$ cat config.mk
export PLATFORM = sky130hd
export DESIGN_NAME = pq_request_scheduler
export DESIGN_NICKNAME = d
export VERILOG_FILES = /design/src/rtl/pq_request_scheduler_pkg.sv /design/src/rtl/pq_request_scheduler_resp_reg.sv /design/src/rtl/pq_request_scheduler.sv
export SDC_FILE = /design/constraint.sdc
export NUM_CORES = 1
export LEC_CHECK = 0
export ABC_AREA = 1
export BUFFER_PORTS_ARGS = -buffer_cell sky130_fd_sc_hd__buf_2
export CAP_MARGIN = 5
export CORE_MARGIN = 1.5
export CORE_UTILIZATION = 40
export CTS_BUF_LIST = sky130_fd_sc_hd__clkbuf_16
export CTS_CLUSTER_DIAMETER = 40
export DETAILED_ROUTE_END_ITERATION = 7
export PLACE_DENSITY = 0.7
export RECOVER_POWER = 50
export SLEW_MARGIN = 20
export SYNTH_ARGS = -nofsm -noshare
export SYNTH_HDL_FRONTEND = slang
export SYNTH_HIERARCHICAL = 1
export SYNTH_SLANG_ARGS = --single-unit
$ cat constraint.sdc
create_clock -name CLK -period 1.4 [get_ports CLK]
set_clock_uncertainty 0.1 [all_clocks]
set_input_delay 0.07 -clock CLK [delete_from_list [all_inputs] [get_ports CLK]]
set_output_delay 0.07 -clock CLK [all_outputs]
set_load 0.01 [all_outputs]
$ cat src/rtl/pq_request_scheduler_pkg.sv
// Shared types for the priority-queue request scheduler: key type, reserved key, FSM and command encodings.
package pq_pkg;

    localparam int unsigned PQ_DATA_WIDTH = 16;

    typedef logic [PQ_DATA_WIDTH-1:0] key_t;

    // All-ones is accepted on push but downstream it reads as an empty slot.
    localparam key_t KEY_MAX = '1;

    typedef enum logic {
        IDLE,
        SETTLE
    } sched_state_e;

    typedef enum logic [1:0] {
        CMD_NONE,
        CMD_PUSH,
        CMD_POP,
        CMD_REPLACE
    } cmd_e;

endpackage

$ cat src/rtl/pq_request_scheduler_resp_reg.sv
// One-entry valid/ready holding register for popped keys; data is frozen while valid and not ready.
module pq_resp_reg #(
    parameter int unsigned DATA_WIDTH = 16
) (
    input  logic                  i_clk,
    input  logic                  i_rst,
    input  logic                  i_load,
    input  logic [DATA_WIDTH-1:0] i_data,
    input  logic                  i_ready,
    output logic                  o_valid,
    output logic [DATA_WIDTH-1:0] o_data,
    output logic                  o_free
);

    logic                  r_valid;
    logic [DATA_WIDTH-1:0] r_data;

    always_ff @(posedge i_clk or posedge i_rst) begin
        if (i_rst) begin
            r_valid <= 1'b0;
            r_data  <= '0;
        end else if (i_load) begin
            r_valid <= 1'b1;
            r_data  <= i_data;
        end else if (i_ready) begin
            r_valid <= 1'b0;
        end
    end

    // Slot can take a new key when empty or draining this cycle.
    assign o_free  = ~r_valid | i_ready;
    assign o_valid = r_valid;
    assign o_data  = r_data;

endmodule

$ cat src/rtl/pq_request_scheduler.sv
// Issues spaced enqueue/dequeue/replace commands to the systolic min-queue and returns popped keys.
// Optional statistics counters are enabled by defining PQ_SCHED_STATS_EN.
module pq_request_scheduler
    import pq_pkg::*;
#(
    parameter int unsigned QUEUE_SIZE    = 8,
    parameter int unsigned DATA_WIDTH    = 16,
    parameter int unsigned SETTLE_CYCLES = 2
) (
    input  logic                  CLK,
    input  logic                  RST,
    input  logic                  s_push_valid,
    output logic                  s_push_ready,
    input  logic [DATA_WIDTH-1:0] s_push_data,
    input  logic                  s_pop_valid,
    output logic                  s_pop_ready,
    output logic                  m_pop_valid,
    input  logic                  m_pop_ready,
    output logic [DATA_WIDTH-1:0] m_pop_data,
    output logic                  q_wrt,
    output logic                  q_read,
    output logic [DATA_WIDTH-1:0] q_data,
    input  logic                  q_full,
    input  logic                  q_empty,
    input  logic [DATA_WIDTH-1:0] q_head
`ifdef PQ_SCHED_STATS_EN
    ,
    output logic [31:0]           o_push_cnt,
    output logic [31:0]           o_pop_cnt,
    output logic [31:0]           o_replace_cnt,
    output logic [31:0]           o_stall_cnt
`endif
);

    localparam logic [3:0] CNT_LOAD = 4'(SETTLE_CYCLES - 1);

    if (SETTLE_CYCLES < 1 || SETTLE_CYCLES > 15 || QUEUE_SIZE < 1) begin : g_bad_cfg
        $error("pq_request_scheduler: illegal SETTLE_CYCLES or QUEUE_SIZE");
    end

    sched_state_e          r_state;
    sched_state_e          w_state_next;
    logic [3:0]            r_cnt;
    logic [3:0]            w_cnt_next;
    logic                  w_pop_ok;
    logic                  w_push_ok;
    logic                  w_resp_free;
    cmd_e                  w_cmd;
    logic                  r_wrt;
    logic                  r_read;
    logic [DATA_WIDTH-1:0] r_q_data;

    always_ff @(posedge CLK or posedge RST) begin
        if (RST) begin
            r_state <= IDLE;
            r_cnt   <= '0;
        end else begin
            r_state <= w_state_next;
            r_cnt   <= w_cnt_next;
        end
    end

    always_comb begin
        w_pop_ok     = 1'b0;
        w_push_ok    = 1'b0;
        w_cmd        = CMD_NONE;
        w_state_next = r_state;
        w_cnt_next   = r_cnt;
        case (r_state)
            IDLE: begin
                w_pop_ok  = s_pop_valid & ~q_empty & w_resp_free;
                // A full queue only takes a push as the second half of a replace.
                w_push_ok = s_push_valid & (~q_full | w_pop_ok);
                if (w_push_ok | w_pop_ok) begin
                    w_state_next = SETTLE;
                    w_cnt_next   = CNT_LOAD;
                end
            end
            SETTLE: begin
                if (r_cnt == '0) w_state_next = IDLE;
                else             w_cnt_next   = r_cnt - 4'd1;
            end
            default: w_state_next = IDLE;
        endcase
        case ({w_push_ok, w_pop_ok})
            2'b10:   w_cmd = CMD_PUSH;
            2'b01:   w_cmd = CMD_POP;
            2'b11:   w_cmd = CMD_REPLACE;
            default: w_cmd = CMD_NONE;
        endcase
    end

    always_ff @(posedge CLK or posedge RST) begin
        if (RST) begin
            r_wrt    <= 1'b0;
            r_read   <= 1'b0;
            r_q_data <= '0;
        end else begin
            r_wrt  <= (w_cmd == CMD_PUSH) || (w_cmd == CMD_REPLACE);
            r_read <= (w_cmd == CMD_POP)  || (w_cmd == CMD_REPLACE);
            if (w_push_ok) r_q_data <= s_push_data;
        end
    end

    // Head is captured before the command lands, so a replace returns the old minimum.
    pq_resp_reg #(
        .DATA_WIDTH(DATA_WIDTH)
    ) u_resp (
        .i_clk   (CLK),
        .i_rst   (RST),
        .i_load  (w_pop_ok),
        .i_data  (q_head),
        .i_ready (m_pop_ready),
        .o_valid (m_pop_valid),
        .o_data  (m_pop_data),
        .o_free  (w_resp_free)
    );

    assign s_push_ready = w_push_ok;
    assign s_pop_ready  = w_pop_ok;
    assign q_wrt        = r_wrt;
    assign q_read       = r_read;
    assign q_data       = r_q_data;

`ifdef PQ_SCHED_STATS_EN
    logic [31:0] r_push_cnt;
    logic [31:0] r_pop_cnt;
    logic [31:0] r_replace_cnt;
    logic [31:0] r_stall_cnt;
    logic        w_stall;

    assign w_stall = (s_push_valid & ~w_push_ok) | (s_pop_valid & ~w_pop_ok);

    always_ff @(posedge CLK or posedge RST) begin
        if (RST) begin
            r_push_cnt    <= '0;
            r_pop_cnt     <= '0;
            r_replace_cnt <= '0;
            r_stall_cnt   <= '0;
        end else begin
            if (w_cmd == CMD_PUSH    && r_push_cnt    != '1) r_push_cnt    <= r_push_cnt + 32'd1;
            if (w_cmd == CMD_POP     && r_pop_cnt     != '1) r_pop_cnt     <= r_pop_cnt + 32'd1;
            if (w_cmd == CMD_REPLACE && r_replace_cnt != '1) r_replace_cnt <= r_replace_cnt + 32'd1;
            if (w_stall              && r_stall_cnt   != '1) r_stall_cnt   <= r_stall_cnt + 32'd1;
        end
    end

    assign o_push_cnt    = r_push_cnt;
    assign o_pop_cnt     = r_pop_cnt;
    assign o_replace_cnt = r_replace_cnt;
    assign o_stall_cnt   = r_stall_cnt;
`endif

endmodule

==> flow_metrics.tcl, run 1 <==
set metrics [dict create \
    status "finished clean" \
    path_max_fanout 4 \
    clkPwrFrac 0.200 \
    yosys.cell_types.count 18 \
    track_usage 0.176 \
    hpwl_um 2500 \
    crit_end "s_pop_ready" \
    ys_seq_area_frac 0.598 \
    gp_congestion 0.903 \
    utilization 0.668 \
    synth_area_um2 1670 \
    r2r_setup_slack_ps 70 \
    p_switching_uw 1910 \
    cp.arrival_ps 1190 \
    cts.htree.levels 2 \
    path_clk_slew_ps 50 \
    worstSetupPathType "reg -> out" \
    diodes 0 \
    crit_top_cell "buf_6" \
    die_w_um 67.7 \
    fin_ws_ps 39.1 \
    coreArea_um2 4000 \
    drtPass1Iterations 4 \
    fin_crit_ps 1360 \
    clock_sinks 40 \
    rows 23 \
    hp-class "in -> reg" \
    yosys_warnings 6 \
    drc 0 \
    post-route-period-util 0.972 \
    hold_ws_ps 114 \
    internal_power_uw 3220 \
    grt_max_degree 24 \
    die_y_um 67.7 \
    slew_headroom 0.602 \
    grt_pass1_wl_um 5950 \
    crit_path_start_kind "flop" \
    start_util 0.418 \
    p_leak_uw 0.00146 \
    io_buffers 75 \
    pre_cts_slack_ps 6.06 \
    seq_area_um2 1000 \
    synthCells 190 \
    hold_viol_final 0 \
    cts_tree "yes" \
    crit_chain "nand2_2 > nand3_4 > nor2_4 > buf_6 > buf_6" \
    r2r_start "r_cnt[1]" \
    pwr-share-comb 0.400 \
    slew_viol_final 0 \
    ir_worst_vdd_mv 0.876 \
    antenna_left 0 \
    multi_input_area_um2 603 \
    num_vias 1593 \
    wirelength_um 4100 \
    syn_to_final_growth_pct 59.6 \
    fmax_mhz 735 \
    r2r_end "r_cnt[3]" \
    hold_depth 4 \
    synth_seq_cells 40 \
    rsz0062_at_grt "true" \
    rr_worst_depth 9 \
    dr.first_iter.drc_count 44 \
    max_cap_viol_count 0 \
    grt-ovfl-total 0 \
    antenna_found_initial 0 \
    seqPwrFrac 0.400 \
    startpoint "u_resp/o_valid" \
    endpoint_kind "output pin" \
    tightestPinTransition_ps 596 \
    clockBufferDepth 2 \
    slowest_delay_ps 380 \
    viasPerCell 4.34 \
    nets 356 \
    setup_viol 0 \
    p_sw_frac 0.372 \
    clk_latency_ps 270 \
    cpMaxStageDelayCell "dfrtp_1" \
    cts_buffers 5 \
    clockRootBuffer "clkbuf_16" \
    first_global_vias 1415 \
    ios 76 \
    syn-num-nets 230 \
    fillers 338 \
    crit_required_ps 1230 \
    dieArea_um2 4580 \
    wl_per_cell_um 11.2 \
    drive_gt1_frac 0.278 \
    avgSynthCellArea_um2 8.80 \
    power_density_nw_per_um2 1920 \
]
-- registers in the layout, summed over array words and instances (netlist names) --
signal	count
r_state	1
q_read	1
r_cnt	4
u_resp/o_valid	1
q_data	16
u_resp/o_data	16
q_wrt	1
-- worst min path at each step --
stage | startpoint | to | slack, ps
4_1_cts | s_pop_valid | q_read | 100
5_1_grt | s_pop_valid | q_read | 120
2_1_floorplan | RST | u_resp/o_data[0] | -100
3_5_place_dp | RST | q_data[6] | 40
3_3_place_gp | RST | q_read | 40
6_report | s_pop_valid | q_read | 110
-- metrics by stage --
stage	TNS (ps)	area (um2)	total power (uW)	std cells
floorplan	0	1690	3130	190
global placement	0	2090	3770	314
detailed placement	0	2090	3830	314
CTS	0	2620	5020	360
global route	-124	2670	5530	367
finish	0	2670	5120	367
-- timing repair --
item / in CTS / in global routing
hold buffers: 34 / 0
resized for setup: 7 / 12
pin swaps: 3 / 6
endpoints found under the hold margin: 73 / 0
setup buffers: 4 / 7
setup endpoints to repair: 5 / 21
-- final cells by class --
class                      count  share of cell area
clock buffer                   5              0.0469
sequential                    40               0.375
clock inverter                 3             0.00422
timing repair buffer         124               0.300
tap                           50              0.0234
multi-input combinational    132               0.226
inverter                      13              0.0239
-- synth_stat cells --
cell / instances / area share
clkbuf_8: 1 / 0.0082
nor2_2: 1 / 0.0037
nand2_4: 1 / 0.0067
inv_8: 1 / 0.0067
dfrtp_1: 40 / 0.60
nand2_1: 108 / 0.24
nand3_1: 5 / 0.015
buf_12: 1 / 0.012
nand2_2: 7 / 0.026
buf_4: 1 / 0.0045
o21ai_0: 1 / 0.0030
buf_6: 1 / 0.0067
inv_1: 11 / 0.025
nor2_1: 7 / 0.016
ha_1: 1 / 0.0075
nand3b_1: 1 / 0.0045
buf_8: 1 / 0.0090
inv_6: 1 / 0.0052
-- power groups by stage --
stage | combinational [uW] | clock, uW | sequential (uW)
floorplan | 873 | 0 | 2260
global placement | 1750 | 0 | 2020
detailed placement | 1810 | 0 | 2020
CTS | 1940 | 1050 | 2030
global route | 2320 | 1110 | 2110
finish | 2050 | 1020 | 2050
-- layout by cell type (no fill, tap or decap), types with 2 or more instances in the layout --
cell and instances:
nand2_1 101, buf_2 44, dfrtp_1 39, dlygate4sd3_1 34
clkbuf_1 30, inv_1 12, buf_4 12, nand2_2 10
nor2_1 6, nand2_4 5, clkbuf_16 5, nand3_1 4
buf_6 3, inv_8 2
-- per-layer routing --
metal | part of all wire | vias up | wire (um) | global-route usage
met3 | 0.069 | 9 | 283 | 0.0583
met4 | 0.016 | 0 | 65 | 0.0561
met5 | 0 | - | 0 | 0
li1 | - | 818 | - | -
met1 | 0.43 | 704 | 1780 | 0.205
met2 | 0.48 | 62 | 1970 | 0.305
-- cells by family after synthesis --
group / share of synthesized area
adder cells (fa/ha/maj): 0.00748
AND/OR/NAND/NOR: 0.314
AO/OA/AOI/OAI: 0.00299
buffers and inverters: 0.0770
flip-flops: 0.598
-- worst max-delay path, delay by kind of cell (launching register included) --
family / cells / cell delay (ps)
AND/OR/NAND/NOR: 3 / 330
flip-flops: 1 / 380
buffers and inverters: 2 / 200
No activity file was read; power rests on OpenSTA's default activity.
==> run 2, diff against run 1 <==
- CORE_MARGIN: 1.5 -> 4
==> run 2 against run 1 <==
- register-to-register slack barely moved
- largest power group unchanged
- worst hold slack got worse by 100 ps
- cell area up 1.6%
- cell count decreased by 0.54%
==> flow_metrics.tcl, run 2 (synthesis gave the netlist of run 1 again) <==
set metrics [dict create \
    rows 23 \
    cts_tree "yes" \
    endpoint_kind "output pin" \
    clock_sinks 40 \
    final_common_cell "nand2_1" \
    fmax_mhz 731 \
    p_leak_uw 0.00150 \
    hpwl_um 2710 \
    coreArea_um2 4030 \
    cts_buffers 5 \
    rsz0062_at_grt "true" \
    ios 76 \
    r2r_end "q_data[7]" \
    dr.first_iter.drc_count 84 \
    setup_tns_ps 0 \
    hp-class "in -> reg" \
    fillers 320 \
    die_y_um 72.7 \
    status "finished clean" \
    cts.htree.levels 2 \
    track_usage 0.179 \
    ir_worst_vdd_mv 1.03 \
    layout_common_cells "96 x nand2_1, 58 x buf_2, 39 x dfrtp_1" \
    startpoint "u_resp/o_valid" \
    drc 0 \
    utilization 0.674 \
    crit_chain "nand2_2 > nand3_4 > nand2_4 > nand2_8 > inv_8 > buf_6" \
    path_max_fanout 4 \
    min-delay-start "m_pop_ready" \
    slew_viol_final 0 \
    slew_headroom 0.618 \
    slowest_delay_ps 390 \
    cp.arrival_ps 1200 \
    nets 355 \
    drtPass1Iterations 4 \
    wl_per_cell_um 12.4 \
    start_util 0.415 \
    crit_required_ps 1230 \
    r2r_setup_slack_ps 70 \
    worstHoldEndpoint "u_resp/o_valid" \
    grt-ovfl-total 0 \
    gp_congestion 0.819 \
    grt_pass1_wl_um 7300 \
    post-route-period-util 0.978 \
    syn_to_final_growth_pct 62.2 \
    drive_gt1_frac 0.349 \
    antenna_left 0 \
    first_global_vias 1677 \
    tightestPinTransition_ps 572 \
    setup_viol 0 \
    crit_path_start_kind "flop" \
    hold_depth 4 \
    num_vias 1634 \
    clk_latency_ps 280 \
    wirelength_um 4530 \
    fin_crit_ps 1370 \
    max_cap_viol_count 0 \
    grt_max_degree 24 \
    viasPerCell 4.48 \
    r2r_start "u_resp/o_valid" \
    dieArea_um2 5280 \
    path_clk_slew_ps 50 \
    rr_worst_depth 8 \
    antenna_found_initial 0 \
    io_buffers 75 \
    die_w_um 72.7 \
    clockRootBuffer "clkbuf_16" \
    worstSetupPathType "reg -> out" \
    clockBufferDepth 2 \
    diodes 0 \
    hold_viol_final 0 \
    cpMaxStageDelayCell "dfrtp_1" \
    hold_ws_ps 11.8 \
    power_density_nw_per_um2 1910 \
]
==> run 2: stage by stage <==
step / area [um2] / setup WS (ps) / std cells / power [uW]
final: 2710 / 31.2 / 365 / 5190
after global routing: 2710 / -39.3 / 365 / 5570
after CTS: 2650 / 2.49 / 364 / 5090
after detailed placement: 2110 / -11.0 / 317 / 3860
after global placement: 2110 / 42.3 / 317 / 3810
after floorplan: 1690 / 7.52 / 190 / 3130
==> run 2: how the worst max path moves through the flow <==
stage | end | slack [ps] | cells past startpoint
finish | s_push_ready | 30 | 6
global route | s_push_ready | -40 | 6
floorplan | u_resp/o_data[10] | 8 | 8
detailed placement | r_cnt[0] | -10 | 9
global placement | r_cnt[0] | 40 | 9
CTS | s_push_ready | 2 | 6
==> run 2: where the power goes <==
| group | switching (uW) | internal, uW |
|---|---|---|
| clock | 415 | 645 |
| combinational | 1160 | 903 |
| sequential | 352 | 1710 |
==> run 2: layer usage <==
| layer | wire, um | share of wire | vias to the layer above | track usage |
|---|---|---|---|---|
| met5 | 0 | 0 | - | 0 |
| met4 | 86 | 0.019 | 0 | 0.0697 |
| met3 | 382 | 0.084 | 8 | 0.0565 |
| met2 | 2220 | 0.49 | 70 | 0.310 |
| met1 | 1840 | 0.41 | 744 | 0.206 |
| li1 | - | - | 812 | - |
==> run 2: final cells by class <==
class | instances | area [um2] | share of cell area
Sequential cell | 40 | 1000 | 0.369
Timing Repair Buffer | 123 | 833 | 0.307
Multi-Input combinational cell | 132 | 614 | 0.226
Clock buffer | 5 | 125 | 0.0461
Inverter | 13 | 63.8 | 0.0235
Tap cell | 50 | 62.6 | 0.0231
Clock inverter | 2 | 12.5 | 0.00461
==> run 2: what timing repair did <==
| action | in CTS | in global routing |
|---|---|---|
| pin swaps | 5 | 6 |
| setup endpoints to repair | 5 | 21 |
| gates resized for setup | 7 | 23 |
| endpoints found under the hold margin | 72 | 0 |
| hold buffers | 33 | 0 |
| setup buffers | 7 | 2 |
==> run 2: critical path: cells and delay by family (launching register included) <==
kind                   cells  cell delay [ps]
and+or+nand+nor            4              360
DFF                        1              390
buffers and inverters      2              150
==> run 3, diff against run 2 <==
- ABC_CLOCK_PERIOD_IN_PS: unset -> 1400
- CORE_UTILIZATION: 40 -> 45
- PLACE_DENSITY: 0.7 -> 0.77
==> run 3 against run 2 <==
- sequential share of layout area increased by 1.5 points
- setup slack got worse by 7.7 ps
- utilization increased by 7.8 points
- register-to-register slack about the same
- fmax decreased by 0.56%
- critical path depth unchanged
- cell area decreased by 3.9%
- combinational power decreased by 7%
- critical path type unchanged
==> flow_metrics.tcl, run 3 (synthesis gave the netlist of run 1 again) <==
set metrics [dict create \
    worstHoldEndpoint "r_state" \
    r2r_start "u_resp/o_valid" \
    coreArea_um2 3470 \
    hp-class "in -> reg" \
    clockRootBuffer "clkbuf_16" \
    wirelength_um 4340 \
    final_common_cell "nand2_1" \
    tightestPinTransition_ps 617 \
    wl_per_cell_um 12.2 \
    cts_buffers 5 \
    path_max_fanout 3 \
    fmax_mhz 726 \
    hold_viol_final 0 \
    power_density_nw_per_um2 1940 \
    start_util 0.482 \
    placed_cell_area_um2 2070 \
    status "finished clean" \
    cts.htree.levels 2 \
    antenna_left 0 \
    antenna_found_initial 0 \
    clock_sinks 40 \
    design_area_um2 2610 \
    drtPass1Iterations 4 \
    io_buffers 75 \
    slew_viol_final 0 \
    clockBufferDepth 2 \
    ios 76 \
    slew_headroom 0.588 \
    worstSetupPathType "reg -> out" \
    viasPerCell 4.52 \
    startpoint "u_resp/o_valid" \
    hold_ws_ps 194 \
    r2r_end "q_data[11]" \
    drc 0 \
    num_vias 1605 \
    rsz0062_at_grt "true" \
    gp_congestion 0.819 \
    fin_crit_ps 1380 \
    die_w_um 69.0 \
    r2r_setup_slack_ps 70 \
    hold_depth 4 \
    max_cap_viol_count 0 \
    syn_to_final_growth_pct 55.9 \
    grt_pass1_wl_um 6720 \
    grt_max_degree 18 \
    first_global_vias 1535 \
    path_clk_slew_ps 60 \
    drive_gt1_frac 0.291 \
    min-delay-start "q_full" \
    stdcell_count 355 \
    layout_common_cells "102 x nand2_1, 50 x buf_2, 39 x dfrtp_1" \
    clk_latency_ps 280 \
    cp.arrival_ps 1210 \
    placed_cells 309 \
    rr_worst_depth 8 \
    die_y_um 69.0 \
    p_leak_uw 0.00143 \
    setup_viol 0 \
    nets 348 \
    endpoint_kind "output pin" \
    dr.first_iter.drc_count 65 \
    crit_required_ps 1230 \
    hpwl_um 2740 \
    diodes 0 \
    grt-ovfl-total 0 \
    ir_worst_vdd_mv 1.04 \
    setup_tns_ps 0 \
    dieArea_um2 4760 \
    rows 21 \
    utilization 0.752 \
    crit_path_start_kind "flop" \
    post-route-period-util 0.983 \
    track_usage 0.196 \
    cts_tree "yes" \
]
run 3: cell count changes in the layout (fill, tap and decap cells not counted), sizes merged:
cell	before	now
buf	73	58
clkbuf	22	29
clkinv	1	3
clkinvlp	1	0
dlygate4sd3	33	34
run 3: what timing repair did:
action	in CTS	in global routing
endpoints found under the setup margin	5	21
pin swaps	3	4
hold endpoints to repair	73	0
setup buffers	4	0
hold buffers	34	0
resized for setup	4	13
run 3: worst max-delay path by stage:
stage               slack [ps]  cells past startpoint           endpoint
global placement            50                      9           r_cnt[2]
finish                      20                      6       s_push_ready
CTS                          3                      4       s_push_ready
floorplan                    8                      8  u_resp/o_data[10]
global route               -30                      6       s_push_ready
detailed placement         -20                      9           r_cnt[0]
run 3: layer usage:
layer	track usage	share of wire
met5	0	0
met4	0.0706	0.016
met3	0.0762	0.10
met2	0.318	0.47
met1	0.235	0.41
run 3: area by class of cell:
class / instances / area [um2]
clock buffers: 5 / 125
flip-flops and latches: 40 / 1000
repair buffers: 116 / 744
multi-input cells: 132 / 596
fillers: 253 / 861
inverters: 13 / 63.8
well taps: 46 / 57.6
clock inverters: 3 / 18.8
run 3: where the power goes:
| part | total (uW) | leakage [uW] | internal (uW) | switching, uW |
|---|---|---|---|---|
| registers | 2050 | 0.000498 | 1710 | 346 |
| logic | 1920 | 0.000860 | 780 | 1140 |
| clock network | 1080 | 0.0000736 | 655 | 429 |
run 3: metrics by stage:
| step | power [uW] | setup slack [ps] |
|---|---|---|
| CTS | 5070 | 3.36 |
| detailed placement | 3830 | -23.9 |
| global placement | 3770 | 52.3 |
| finish | 5050 | 23.5 |
| global route | 5450 | -27.8 |
| floorplan | 3130 | 7.52 |
run 3: worst max-delay path, cell delays in order (launching register included):
cell and delay, ps:
dfrtp_1 390, nand2_2 100, nand3_4 100, nand2_2 100, nand2_4 80, inv_8 50, buf_2 110
